### config.mk
export PLATFORM = sky130hd
export DESIGN_NAME = router_1x3
export DESIGN_NICKNAME = d
export VERILOG_FILES = /design/src/rtl/router_1x3.sv
export SDC_FILE = /design/constraint.sdc
export NUM_CORES = 1
export LEC_CHECK = 0
export ABC_AREA = 0
export BUFFER_PORTS_ARGS = -buffer_cell sky130_fd_sc_hd__buf_2
export CAP_MARGIN = 20
export CORE_ASPECT_RATIO = 1.5
export CORE_MARGIN = 1.5
export CORE_UTILIZATION = 35
export DETAILED_ROUTE_END_ITERATION = 16
export HOLD_SLACK_MARGIN = 0.06
export PLACE_DENSITY_LB_ADDON = 0.1
export SKIP_LAST_GASP = 1
export SLEW_MARGIN = 25
export SYNTH_ARGS = -nofsm -noshare
export SYNTH_HDL_FRONTEND = slang
export SYNTH_SLANG_ARGS = --single-unit
### constraint.sdc
create_clock -name clock -period 6.9 [get_ports clock]
set_clock_uncertainty 0.1 [all_clocks]
set_input_delay 0.345 -clock clock [delete_from_list [all_inputs] [get_ports clock]]
set_output_delay 0.345 -clock clock [all_outputs]
set_load 0.005 [all_outputs]
### src/rtl/router_1x3.sv
`default_nettype none
// ============================================================================
//  Module   : router_1x3 (with helper router_fifo)
//  Purpose  : 1-input, 3-output byte-serial packet router with parity check,
//             per-port 16-deep FIFOs and idle-timeout soft reset.
//  Revision : 1.0  initial release
// ============================================================================

module router_fifo #(
  parameter int DEPTH = 16,
  parameter int WIDTH = 8
) (
  input  logic             clock,
  input  logic             resetn,
  input  logic             soft_reset,
  input  logic             we,
  input  logic             re,
  input  logic [WIDTH:0]   din,
  output logic [WIDTH-1:0] data_out,
  output logic             full,
  output logic             empty
);
  localparam int AW = $clog2(DEPTH);
  localparam logic [AW:0]      PTR_ONE = (AW+1)'(1);
  localparam logic [WIDTH-2:0] CNT_ONE = (WIDTH-1)'(1);

  logic [WIDTH:0]   mem_q [DEPTH];
  logic [AW:0]      wr_ptr_q, wr_ptr_d, rd_ptr_q, rd_ptr_d;
  logic [WIDTH-1:0] data_out_q, data_out_d;
  logic [WIDTH-2:0] count_q, count_d;
  logic [WIDTH:0]   rd_word;
  logic             do_wr, do_rd;

  assign empty    = (wr_ptr_q == rd_ptr_q);
  assign full     = (wr_ptr_q[AW] != rd_ptr_q[AW]) && (wr_ptr_q[AW-1:0] == rd_ptr_q[AW-1:0]);
  assign do_wr    = we & ~full;
  assign do_rd    = re & ~empty;
  assign rd_word  = mem_q[rd_ptr_q[AW-1:0]];
  assign data_out = data_out_q;

  // count_q holds the bytes still owed for the packet being read (payload + parity)
  always_comb begin
    wr_ptr_d   = wr_ptr_q;
    rd_ptr_d   = rd_ptr_q;
    data_out_d = data_out_q;
    count_d    = count_q;
    if (do_wr) wr_ptr_d = wr_ptr_q + PTR_ONE;
    if (do_rd) begin
      rd_ptr_d   = rd_ptr_q + PTR_ONE;
      data_out_d = rd_word[WIDTH-1:0];
      if (rd_word[WIDTH])      count_d = {1'b0, rd_word[WIDTH-1:2]} + CNT_ONE;
      else if (count_q != '0)  count_d = count_q - CNT_ONE;
    end else if (count_q == '0) begin
      data_out_d = '0;
    end
    if (soft_reset) begin
      wr_ptr_d   = '0;
      rd_ptr_d   = '0;
      data_out_d = '0;
      count_d    = '0;
    end
  end

  always_ff @(posedge clock) begin
    if (resetn) begin
      wr_ptr_q   <= '0;
      rd_ptr_q   <= '0;
      data_out_q <= '0;
      count_q    <= '0;
    end else begin
      wr_ptr_q   <= wr_ptr_d;
      rd_ptr_q   <= rd_ptr_d;
      data_out_q <= data_out_d;
      count_q    <= count_d;
    end
  end

  always_ff @(posedge clock) begin
    if (do_wr) mem_q[wr_ptr_q[AW-1:0]] <= din;
  end
endmodule

module router_1x3 #(
  parameter int DEPTH   = 16,
  parameter int WIDTH   = 8,
  parameter int TIMEOUT = 30
) (
  input  logic             clock,
  input  logic             resetn,
  input  logic             pkt_valid,
  input  logic [WIDTH-1:0] data_in,
  input  logic             read_enb_0,
  input  logic             read_enb_1,
  input  logic             read_enb_2,
  output logic [WIDTH-1:0] data_out_0,
  output logic [WIDTH-1:0] data_out_1,
  output logic [WIDTH-1:0] data_out_2,
  output logic             vld_out_0,
  output logic             vld_out_1,
  output logic             vld_out_2,
  output logic             busy,
  output logic             err
);
  localparam int TW = $clog2(TIMEOUT + 1);
  localparam logic [TW-1:0] TMO_LAST = TW'(TIMEOUT - 1);
  localparam logic [TW-1:0] TMR_ONE  = TW'(1);

  typedef enum logic [2:0] {
    DECODE_ADDRESS, WAIT_TILL_EMPTY, LOAD_FIRST_DATA, LOAD_DATA,
    FIFO_FULL_STATE, LOAD_AFTER_FULL, LOAD_PARITY, CHECK_PARITY_ERROR
  } state_t;

  state_t           state_q, state_d;
  logic [WIDTH-1:0] hdr_q, hdr_d, parity_calc_q, parity_calc_d;
  logic [WIDTH-1:0] parity_rx_q, parity_rx_d, hold_q, hold_d;
  logic [1:0]       dest_q, dest_d;
  logic             hold_par_q, hold_par_d, err_q, err_d, skip_q, skip_d;
  logic [2:0]       soft_reset_q, soft_reset_d;
  logic [TW-1:0]    timer_q [3];
  logic [TW-1:0]    timer_d [3];

  logic [2:0]       fifo_full, fifo_empty, fifo_we, rd_en, vld;
  logic [3:0]       full_v, empty_v, sr_v;
  logic [WIDTH:0]   fifo_din;
  logic             wr_en, writing, abort, data_phase;

  assign rd_en   = {read_enb_2, read_enb_1, read_enb_0};
  assign vld     = ~fifo_empty;
  assign full_v  = {1'b1, fifo_full};
  assign empty_v = {1'b0, fifo_empty};
  assign sr_v    = {1'b0, soft_reset_q};
  assign {vld_out_2, vld_out_1, vld_out_0} = vld;

  assign busy = ~(state_q == DECODE_ADDRESS || state_q == LOAD_DATA);
  assign err  = err_q;

  assign writing = state_q inside {LOAD_FIRST_DATA, LOAD_DATA, FIFO_FULL_STATE,
                                   LOAD_AFTER_FULL, LOAD_PARITY};
  assign abort   = writing & sr_v[dest_q];
  // Source is mid-packet when aborted: its remaining bytes must not be taken as a header
  assign data_phase = (state_q == LOAD_FIRST_DATA) ||
                      (state_q == LOAD_DATA && pkt_valid) ||
                      ((state_q == FIFO_FULL_STATE || state_q == LOAD_AFTER_FULL) && !hold_par_q);

  always_comb begin
    for (int i = 0; i < 3; i++) begin
      timer_d[i]      = '0;
      soft_reset_d[i] = 1'b0;
      if (vld[i] && !rd_en[i] && !soft_reset_q[i]) begin
        if (timer_q[i] == TMO_LAST) soft_reset_d[i] = 1'b1;
        else                        timer_d[i]      = timer_q[i] + TMR_ONE;
      end
    end
  end

  always_comb begin
    state_d       = state_q;
    hdr_d         = hdr_q;
    dest_d        = dest_q;
    parity_calc_d = parity_calc_q;
    parity_rx_d   = parity_rx_q;
    hold_d        = hold_q;
    hold_par_d    = hold_par_q;
    err_d         = err_q;
    skip_d        = skip_q;
    wr_en         = 1'b0;
    fifo_din      = {1'b0, data_in};
    case (state_q)
      DECODE_ADDRESS: begin
        if (skip_q) begin
          if (!pkt_valid) skip_d = 1'b0;
        end else if (pkt_valid) begin
          if (data_in[1:0] == 2'd3) begin
            skip_d = 1'b1;
          end else begin
            hdr_d         = data_in;
            dest_d        = data_in[1:0];
            err_d         = 1'b0;
            parity_calc_d = data_in;
            state_d       = empty_v[data_in[1:0]] ? LOAD_FIRST_DATA : WAIT_TILL_EMPTY;
          end
        end
      end
      WAIT_TILL_EMPTY: if (empty_v[dest_q]) state_d = LOAD_FIRST_DATA;
      LOAD_FIRST_DATA: begin
        wr_en    = 1'b1;
        fifo_din = {1'b1, hdr_q};
        state_d  = LOAD_DATA;
      end
      LOAD_DATA: begin
        if (pkt_valid) begin
          parity_calc_d = parity_calc_q ^ data_in;
          if (!full_v[dest_q]) begin
            wr_en = 1'b1;
          end else begin
            hold_d     = data_in;
            hold_par_d = 1'b0;
            state_d    = FIFO_FULL_STATE;
          end
        end else begin
          parity_rx_d = data_in;
          state_d     = LOAD_PARITY;
        end
      end
      LOAD_PARITY: begin
        if (!full_v[dest_q]) begin
          wr_en    = 1'b1;
          fifo_din = {1'b0, parity_rx_q};
          state_d  = CHECK_PARITY_ERROR;
        end else begin
          hold_d     = parity_rx_q;
          hold_par_d = 1'b1;
          state_d    = FIFO_FULL_STATE;
        end
      end
      FIFO_FULL_STATE: if (!full_v[dest_q]) state_d = LOAD_AFTER_FULL;
      LOAD_AFTER_FULL: begin
        wr_en    = ~full_v[dest_q];
        fifo_din = {1'b0, hold_q};
        state_d  = hold_par_q ? CHECK_PARITY_ERROR : LOAD_DATA;
      end
      CHECK_PARITY_ERROR: begin
        err_d         = (parity_calc_q != parity_rx_q);
        parity_calc_d = '0;
        state_d       = DECODE_ADDRESS;
      end
      default: state_d = DECODE_ADDRESS;
    endcase
    if (abort) begin
      wr_en         = 1'b0;
      parity_calc_d = '0;
      skip_d        = data_phase;
      state_d       = DECODE_ADDRESS;
    end
  end

  always_comb begin
    for (int i = 0; i < 3; i++) fifo_we[i] = wr_en && (dest_q == 2'(i));
  end

  always_ff @(posedge clock) begin
    if (resetn) begin
      state_q       <= DECODE_ADDRESS;
      hdr_q         <= '0;
      dest_q        <= '0;
      parity_calc_q <= '0;
      parity_rx_q   <= '0;
      hold_q        <= '0;
      hold_par_q    <= 1'b0;
      err_q         <= 1'b0;
      skip_q        <= 1'b0;
      soft_reset_q  <= '0;
      for (int i = 0; i < 3; i++) timer_q[i] <= '0;
    end else begin
      state_q       <= state_d;
      hdr_q         <= hdr_d;
      dest_q        <= dest_d;
      parity_calc_q <= parity_calc_d;
      parity_rx_q   <= parity_rx_d;
      hold_q        <= hold_d;
      hold_par_q    <= hold_par_d;
      err_q         <= err_d;
      skip_q        <= skip_d;
      soft_reset_q  <= soft_reset_d;
      for (int i = 0; i < 3; i++) timer_q[i] <= timer_d[i];
    end
  end

  router_fifo #(.DEPTH(DEPTH), .WIDTH(WIDTH)) FIFO_0 (
    .clock(clock), .resetn(resetn), .soft_reset(soft_reset_q[0]), .we(fifo_we[0]),
    .re(read_enb_0), .din(fifo_din), .data_out(data_out_0),
    .full(fifo_full[0]), .empty(fifo_empty[0])
  );

  router_fifo #(.DEPTH(DEPTH), .WIDTH(WIDTH)) FIFO_1 (
    .clock(clock), .resetn(resetn), .soft_reset(soft_reset_q[1]), .we(fifo_we[1]),
    .re(read_enb_1), .din(fifo_din), .data_out(data_out_1),
    .full(fifo_full[1]), .empty(fifo_empty[1])
  );

  router_fifo #(.DEPTH(DEPTH), .WIDTH(WIDTH)) FIFO_2 (
    .clock(clock), .resetn(resetn), .soft_reset(soft_reset_q[2]), .we(fifo_we[2]),
    .re(read_enb_2), .din(fifo_din), .data_out(data_out_2),
    .full(fifo_full[2]), .empty(fifo_empty[2])
  );
endmodule

`default_nettype wire

==> results.txt, run 1 <==
----------------------------------------------------
[Synth]
  Most area-hungry cell type in the Yosys netlist ... edfxtp_1
  Async set or reset register ratio after synthesis ... 0
  Yosys warns ... 0
  Area share of the leading cell type in the synthesized netlist ... 0.545
  Count of different cell masters after synthesis ... 74
  Number of synthesized flops with an enable pin ... between 400 and 500
  Number of standard cells after synthesis ... approximately 1,600
  Sequential-to-total area share from yosys stat ... 0.665
  Number of synthesized register bits ... roughly 580
  Main flop type after synthesis ... edfxtp_1
  Post-Syn Nets ... between 1,500 and 2,000
  Average instance area after synthesis ... 14.9 µm²
  Mapped Area ... 0.0238 mm²
  Largest cells by area after synthesis ... edfxtp_1 54%, dfxtp_1 12%, mux4_2 11%, nor2_1 2.5%, nand2_1 1.9%

[Timing]
  Setup repair after global routing missed its margin ... no
  Share of the cycle needed by the critical path after routing ... 0.553
  Rel. slew slack ... 0.313
  Min setup slack post-route ... slightly above 3 ns
  Endpoints failing setup ... 0
  Slew at the pin closest to its max-slew limit ... 1.03 ns
  Final number of max-transition violations ... 0
  Final hold violations ... 0
  Final critical path time including I/O delays and setup ... 3.81 ns
  Fmax ... 262 MHz
  Post-route setup TNS ... 0 ns

[Cells and area]
  Nets ... roughly 1,700
  Diodes inserted ... 0
  Fraction of final layout cells sized beyond drive strength 1 ... 0.187
  Count of placed standard cells in the final layout, fillers left out ... 2,587
  Most common library cell in the layout ignoring fill and taps ... edfxtp_1
  Synth-to-layout area growth ... 13.4%
  Finished Core Util ... 0.403
  Commonest cells after routing, fill and taps aside ... 432 x edfxtp_1, 160 x nor2_1, 139 x dfxtp_1

[CTS]
  TritonCTS Buffers ... 57
  Sinks on Clock Net ... approximately 580
  Deepest level of the CTS H-tree ... 2
  Clock root buffer ... clkbuf_16
  CTS resizes ... 0
  Clock-pin slew reported for the worst setup and hold paths after clock tree synthesis ... ~0.06 ns
  Clk Latency, worst-skew pair ... 0.62 ns
  Clk buf depth ... 3
  CTS tree ... yes

[Critical path]
  Category of the worst setup path capture point ... flip-flop
  Biggest fanout along the worst timing path ... 28
  Slowest CP cell ... nor2_1
  Register-to-register setup slack ... 3.09 ns
  Startpoint Class ... flip-flop
  Terminus of the critical flop-to-flop path ... FIFO_1.mem_q[8][7]
  Worst setup path class ... reg2reg
  Biggest cell delay along the critical path ... 0.85 ns
  WP data required ... roughly 7.0 ns
  Worst R2R Path Depth ... 7
  Arrival @ worst endpoint ... 3.95 ns
  List of cells traversed by the critical path ... buf_4 -> inv_1 -> nor3_4 -> o21bai_2 -> nor3_2 -> nand2_1 -> nor2_1
  Reg2reg start ... state_q[2]

[Die]
  Die extent in y ... about 320 µm
  Overall die area ... slightly below 0.07 mm²
  Area of the core ... 0.0671 mm²
  I/O pin count ... 43
  DIE WIDTH ... 216 µm
  Standard-cell rows ... 116
  Initial core utilization ... 0.355

[Global route]
  Global-route wire length before repair ... 89,500 µm
  Total grt overflow ... 0
  GRT Total Usage ... 0.172
  Initial antenna violation count ... 0
  Number of global-route vias before repair ... around 14,000
  Largest net degree at the start of global routing ... 49

[Power]
  PwrDens ... about 320 mW/mm²
  Worst vdd rail ir drop ... 0.183 mV
  Standby leakage power ... a little under 0.009 µW
  Power Total ... 8520 µW

[Placed design]
  PortBufs ... 42
  Number of placed instances with taps included ... 2,468
  Final estimated routing congestion in global placement ... between 0.7 and 0.8
  Detailed placement HPWL ... 38,000 µm
  Worst Setup Slack post-DPL ... 2.95 ns

[Worst hold path]
  Hold endpoint ... parity_rx_q[3]
  Startpoint of the most critical hold path ... resetn
  Number of stages on the worst hold path ... 2
  Min-delay worst type ... in2reg

[Drt]
  Count of antenna-violating nets left after detailed routing ... 0
  Routed WL per cell ... 22.7 µm
  Remaining design rule violation count ... 0
  Post-DR vias/cell ... 5.23
  First-pass detailed-route iteration total ... 5
  Routed WL ... slightly below 60,000 µm
  Via total after detailed routing ... approximately 14,000
  DR iter-0 viols ... roughly 870

[Outcome]
  Result of the run ... finished, final reports clean

[Run]
  MaxCap Viol Count ... 0

----------------------------------------------------
per-layer routing:
metal / wire length [µm] / vias up / global-route usage
met5: 0 / - / 0
met4: 1650 / 0 / 0.0545
met3: 2030 / 89 / 0.0236
met2: 31300 / 243 / 0.314
met1: 23800 / 6952 / 0.208
li1: - / 6244 / -
Yosys cell counts (all sizes together) (5+ instances only):
| cell | count |
|---|---|
| a21oi | 72 |
| a221o | 9 |
| a221oi | 12 |
| a22o | 10 |
| a22oi | 30 |
| a311oi | 8 |
| a31oi | 9 |
| and2 | 8 |
| and3 | 5 |
| buf | 37 |
| clkbuf | 47 |
| dfxtp | 143 |
| edfxtp | 432 |
| ha | 30 |
| inv | 32 |
| mux2i | 27 |
| mux4 | 115 |
| nand2 | 120 |
| nand2b | 15 |
| nand3 | 55 |
| nand3b | 7 |
| nand4 | 20 |
| nor2 | 160 |
| nor2b | 12 |
| nor3 | 25 |
| nor4 | 11 |
| o21ai | 27 |
| o22ai | 5 |
| or2 | 6 |
| xnor2 | 22 |
| xor2 | 44 |
power by group:
part | total (µW) | internal (µW) | switching (µW) | leakage [µW]
Clock | 3180 | 1820 | 1360 | 0.000938
Combinational | 1250 | 398 | 851 | 0.00270
Sequential | 4090 | 4010 | 82.2 | 0.00506
Total | 8520 | 6220 | 2290 | 0.00870
repair_timing:
item                      in CTS  in global routing
hold buffers                  11                  0
hold endpoints to repair      40                  0
setup buffers                  0                  0
critical path: cells and delay by family (launching register included):
family,cells,cell delay [ns]
flip-flops,1,0.30
AND/OR/NAND/NOR,4,2.24
AO/OA/AOI/OAI,1,0.22
buffers and inverters,2,0.55
area by class of cell:
type	instances	area (µm²)
timing repair buffer	79	515
inverter	32	120
clock buffer	78	1600
tap	885	1110
multi-input combinational	908	7510
sequential	575	15800
fill	6261	40100
clock inverter	30	317
state kept, by name, indices dropped and copies added, names as in the netlist, 8 cells and up, named ones only:
register,count
parity_calc_q,8
hdr_q,8
hold_q,8
FIFO_1.data_out,8
FIFO_2.mem_q,144
FIFO_2.data_out,8
FIFO_0.mem_q,144
timer_q,15
FIFO_0.data_out,8
FIFO_1.mem_q,144
parity_rx_q,8
per-stage QoR:
step,hold WS [ns],cell area [µm²]
4_1_cts,0.103,27000
5_1_grt,0.152,27000
6_report,0.138,27000
3_3_place_gp,0.346,24900
2_1_floorplan,0.324,23800
3_5_place_dp,0.355,25000
logic make-up (layout without fill, tap and decap cells):
logic type | Yosys count | in the layout | share of synthesized area
flops | 575 | 575 | 0.665
buf+inv | 116 | 219 | 0.0214
simple gates | 454 | 454 | 0.0891
fa+ha+maj | 30 | 30 | 0.0158
compound gates | 215 | 215 | 0.0631
xor+xnor | 66 | 66 | 0.0243
mux | 143 | 143 | 0.121
how the worst max path moves through the flow:
stage / start / endpoint / cells after the start
after floorplan: state_q[1] / FIFO_0.mem_q[0][0] / 5
after global placement: state_q[2] / FIFO_1.mem_q[0][4] / 7
after detailed placement: state_q[2] / FIFO_2.mem_q[3][6] / 7
after CTS: state_q[2] / FIFO_2.mem_q[3][8] / 7
after global routing: state_q[2] / FIFO_2.mem_q[5][7] / 7
final: state_q[2] / FIFO_1.mem_q[8][7] / 7
Power figures use the tool's default switching activity.
==> run 2, diff against run 1 <==
--- a/config.mk
+++ b/config.mk
@@ -5,7 +5,7 @@
 export SDC_FILE = /design/constraint.sdc
 export NUM_CORES = 1
 export LEC_CHECK = 0
-export ABC_AREA = 0
+export ABC_AREA = 1
 export BUFFER_PORTS_ARGS = -buffer_cell sky130_fd_sc_hd__buf_2
 export CAP_MARGIN = 20
 export CORE_ASPECT_RATIO = 1.5
==> constraint.sdc (replaced) <==
create_clock -name clock -period 3.9 [get_ports clock]
set_clock_uncertainty 0.1 [all_clocks]
set_input_delay 0.195 -clock clock [delete_from_list [all_inputs] [get_ports clock]]
set_output_delay 0.195 -clock clock [all_outputs]
set_load 0.005 [all_outputs]
==> run 2 against run 1 <==
  * Highest routed layer unchanged
  * Global-route usage increased by 1.9 points
  * Critical path type unchanged
  * Die area increased by 4.6%
  * Worst setup slack got worse by 2.4 ns
  * Cell count increased by 34%
  * Via count increased by 30%
  * Largest power group unchanged
  * Final area increased by 5.7%
  * Combinational power increased to 5.1 times the previous value
  * Synthesized cell count increased by 53%
  * Register-to-register slack got worse by 2.4 ns
==> results.txt, run 2 <==
----------------------------------------------------
[Run]
  MaxCap Viol Count ... 0

[Critical path]
  Worst setup path class ... reg2reg
  WP data required ... 4.06 ns
  Worst R2R Path Depth ... 11
  Most frequent cell on the critical path ... nand2_1
  Number of buffer and inverter stages on the critical path ... 0
  Terminus of the critical flop-to-flop path ... FIFO_1.mem_q[8][6]
  Worst Setup SP ... FIFO_2.wr_ptr_q[2]
  Category of the worst setup path capture point ... flip-flop
  Startpoint Class ... flip-flop
  Cell family with the largest share of critical-path delay ... simple AND/OR/NAND/NOR gates
  Biggest fanout along the worst timing path ... 12
  List of cells traversed by the critical path ... xor2_1 -> nor2_2 -> nand3_1 -> nand2_1 -> nand2_1 -> nand2_2 -> nand2_2 -> nand2_4 -> nor2_8 -> nand2_1 -> nor2_1
  Arrival @ worst endpoint ... 3.34 ns
  Biggest cell delay along the critical path ... 0.63 ns
  Slowest CP cell ... nor2_1
  Reg2reg start ... FIFO_2.wr_ptr_q[2]
  Register-to-register setup slack ... 0.72 ns

[Timing]
  Slew at the pin closest to its max-slew limit ... between 0.9 and 1 ns
  Final critical path time including I/O delays and setup ... between 3 and 4 ns
  Endpoints failing setup ... 0
  Final number of max-transition violations ... 0
  Final hold violations ... 0
  Share of the cycle needed by the critical path after routing ... 0.816
  Post-route setup TNS ... 0 ns
  Fmax ... 314 MHz
  Setup repair after global routing missed its margin ... no
  Rel. slew slack ... 0.362

[Global route]
  Global-route wire length before repair ... ~110,000 µm
  Number of global-route vias before repair ... 17,800
  Largest net degree at the start of global routing ... 84
  Initial antenna violation count ... 1
  Total grt overflow ... 0
  GRT Total Usage ... 0.190

[Placed design]
  Detailed placement HPWL ... roughly 44,000 µm
  Final estimated routing congestion in global placement ... ~0.81
  Number of placed instances with taps included ... 3,352
  PortBufs ... 42

[Synth]
  Sequential-to-total area share from yosys stat ... 0.636
  Number of standard cells after synthesis ... 2,442
  Mapped Area ... 0.0249 mm²
  Average instance area after synthesis ... 10.2 µm²
  Main flop type after synthesis ... edfxtp_1
  Yosys warns ... 0
  Most area-hungry cell type in the Yosys netlist ... edfxtp_1
  Count of different cell masters after synthesis ... 50
  Number of synthesized flops with an enable pin ... 432
  Most instantiated cells after synthesis ... 501 x nand2_1, 432 x edfxtp_1, 323 x nor2_1
  Post-Syn Nets ... between 2,000 and 2,500
  Async set or reset register ratio after synthesis ... 0
  Number of synthesized register bits ... roughly 580
  Area share of the leading cell type in the synthesized netlist ... 0.521
  Largest cells by area after synthesis ... edfxtp_1 52%, dfxtp_1 11%, nand2_1 7.5%, nor2_1 4.9%, nand3_1 3.6%
  Count leader, synth ... nand2_1

[CTS]
  Clock root buffer ... clkbuf_16
  TritonCTS Buffers ... about 60
  CTS resizes ... 0
  Clk buf depth ... 3
  Deepest level of the CTS H-tree ... 2
  CTS tree ... yes
  Sinks on Clock Net ... 575
  Clk Latency, worst-skew pair ... 0.63 ns
  Clock-pin slew reported for the worst setup and hold paths after clock tree synthesis ... 0.06 ns

[Cells and area]
  Commonest cells after routing, fill and taps aside ... 501 x nand2_1, 432 x edfxtp_1, 323 x nor2_1
  Synth-to-layout area growth ... 14.6%
  Fraction of final layout cells sized beyond drive strength 1 ... 0.102
  Count of placed standard cells in the final layout, fillers left out ... about 3,500
  Nets ... 2,564
  Most common library cell in the layout ignoring fill and taps ... nand2_1
  Diodes inserted ... 0
  Filler Cells Inserted ... approximately 7,000

[Drt]
  First-pass detailed-route iteration total ... 7
  DR iter-0 viols ... approximately 1,200
  Routed WL per cell ... 19.8 µm
  Count of antenna-violating nets left after detailed routing ... 0
  Post-DR vias/cell ... 5.05
  Routed WL ... a little under 70,000 µm
  Remaining design rule violation count ... 0
  Via total after detailed routing ... 17,600

[Worst hold path]
  Startpoint of the most critical hold path ... read_enb_0
  Min-delay worst type ... in2reg
  Number of stages on the worst hold path ... 5
  Hold endpoint ... soft_reset_q[0]

[Power]
  PwrDens ... between 600 and 700 mW/mm²
  Standby leakage power ... 0.0106 µW
  Worst vdd rail ir drop ... 0.400 mV

[Die]
  DIE WIDTH ... between 200 and 250 µm
  Die extent in y ... around 330 µm
  Initial core utilization ... 0.355
  Area of the core ... roughly 0.070 mm²
  Overall die area ... about 0.073 mm²
  Standard-cell rows ... 119
  I/O pin count ... 43

[Outcome]
  Result of the run ... finished, final reports clean

----------------------------------------------------
-- run 2: cell count changes in the layout (fill, tap and decap cells not counted), moves of 27 or more --
cell / previous run / this run
nand2_1: 119 / 501
nor2_1: 160 / 323
o21ai_0: 24 / 169
nand3_1: 55 / 180
inv_1: 32 / 150
mux4_2: 112 / 0
a21oi_1: 72 / 145
o211ai_1: 3 / 58
mux2i_1: 27 / 0
-- run 2: worst max-delay path by stage --
stage                         endpoint  slack, ns  cells past startpoint
floorplan           FIFO_0.mem_q[0][2]       0.62                     12
finish              FIFO_1.mem_q[8][6]       0.72                     11
global placement    FIFO_2.mem_q[5][5]       0.68                     11
global route        FIFO_1.mem_q[8][2]       0.47                     11
detailed placement  FIFO_1.mem_q[8][3]       0.68                     11
CTS                 FIFO_1.mem_q[8][6]       0.65                     11
-- run 2: metrics by stage --
step | instance area (µm²) | power [µW] | setup WS, ns | util | hold slack, ns
after detailed placement | 26500 | 14200 | 0.678 | 0.377 | 0.351
after floorplan | 24900 | 11900 | 0.618 | - | 0.167
final | 28500 | 19700 | 0.720 | 0.406 | 0.317
after CTS | 28500 | 20000 | 0.647 | 0.406 | 0.274
after global placement | 26500 | 14100 | 0.683 | 0.377 | 0.347
after global routing | 28500 | 20800 | 0.474 | 0.406 | 0.323
-- run 2: final cells by class --
type	instances	area [µm²]	share of cell area
inverters	177	668	0.0234
repair buffers	118	1000	0.0352
flip-flops and latches	575	15800	0.555
well taps	907	1130	0.0398
clock buffers	77	1640	0.0573
multi-input cells	1589	7960	0.279
clock inverters	33	308	0.0108
-- run 2: per-layer routing --
metal	wire length (µm)	global-route usage
met1	28400	0.228
met2	35700	0.349
met3	2500	0.0248
met4	2390	0.0706
met5	0	0
-- run 2: repair_timing --
item,in CTS,in global routing
hold buffers,14,0
endpoints found under the hold margin,74,0
setup buffers,0,0
-- run 2: kinds of logic after synthesis --
kind of cell,Yosys count,synth area share
compound gates,444,0.103
xor+xnor,60,0.0211
fa+ha+maj,30,0.0151
buf+inv,278,0.0487
flops,575,0.636
simple gates,1055,0.176
-- run 2: where the power goes --
group | total (µW) | switching (µW) | internal, µW
registers | 7610 | 281 | 7330
clock network | 5730 | 2450 | 3280
logic | 6340 | 4420 | 1920
total | 19700 | 7150 | 12500
-- run 2: worst register-to-register path, delay by kind of cell (launching register included) --
family,cells,cell delay [ns]
DFF,1,0.48
and+or+nand+nor,10,2.01
xor gates and xnor gates,1,0.22
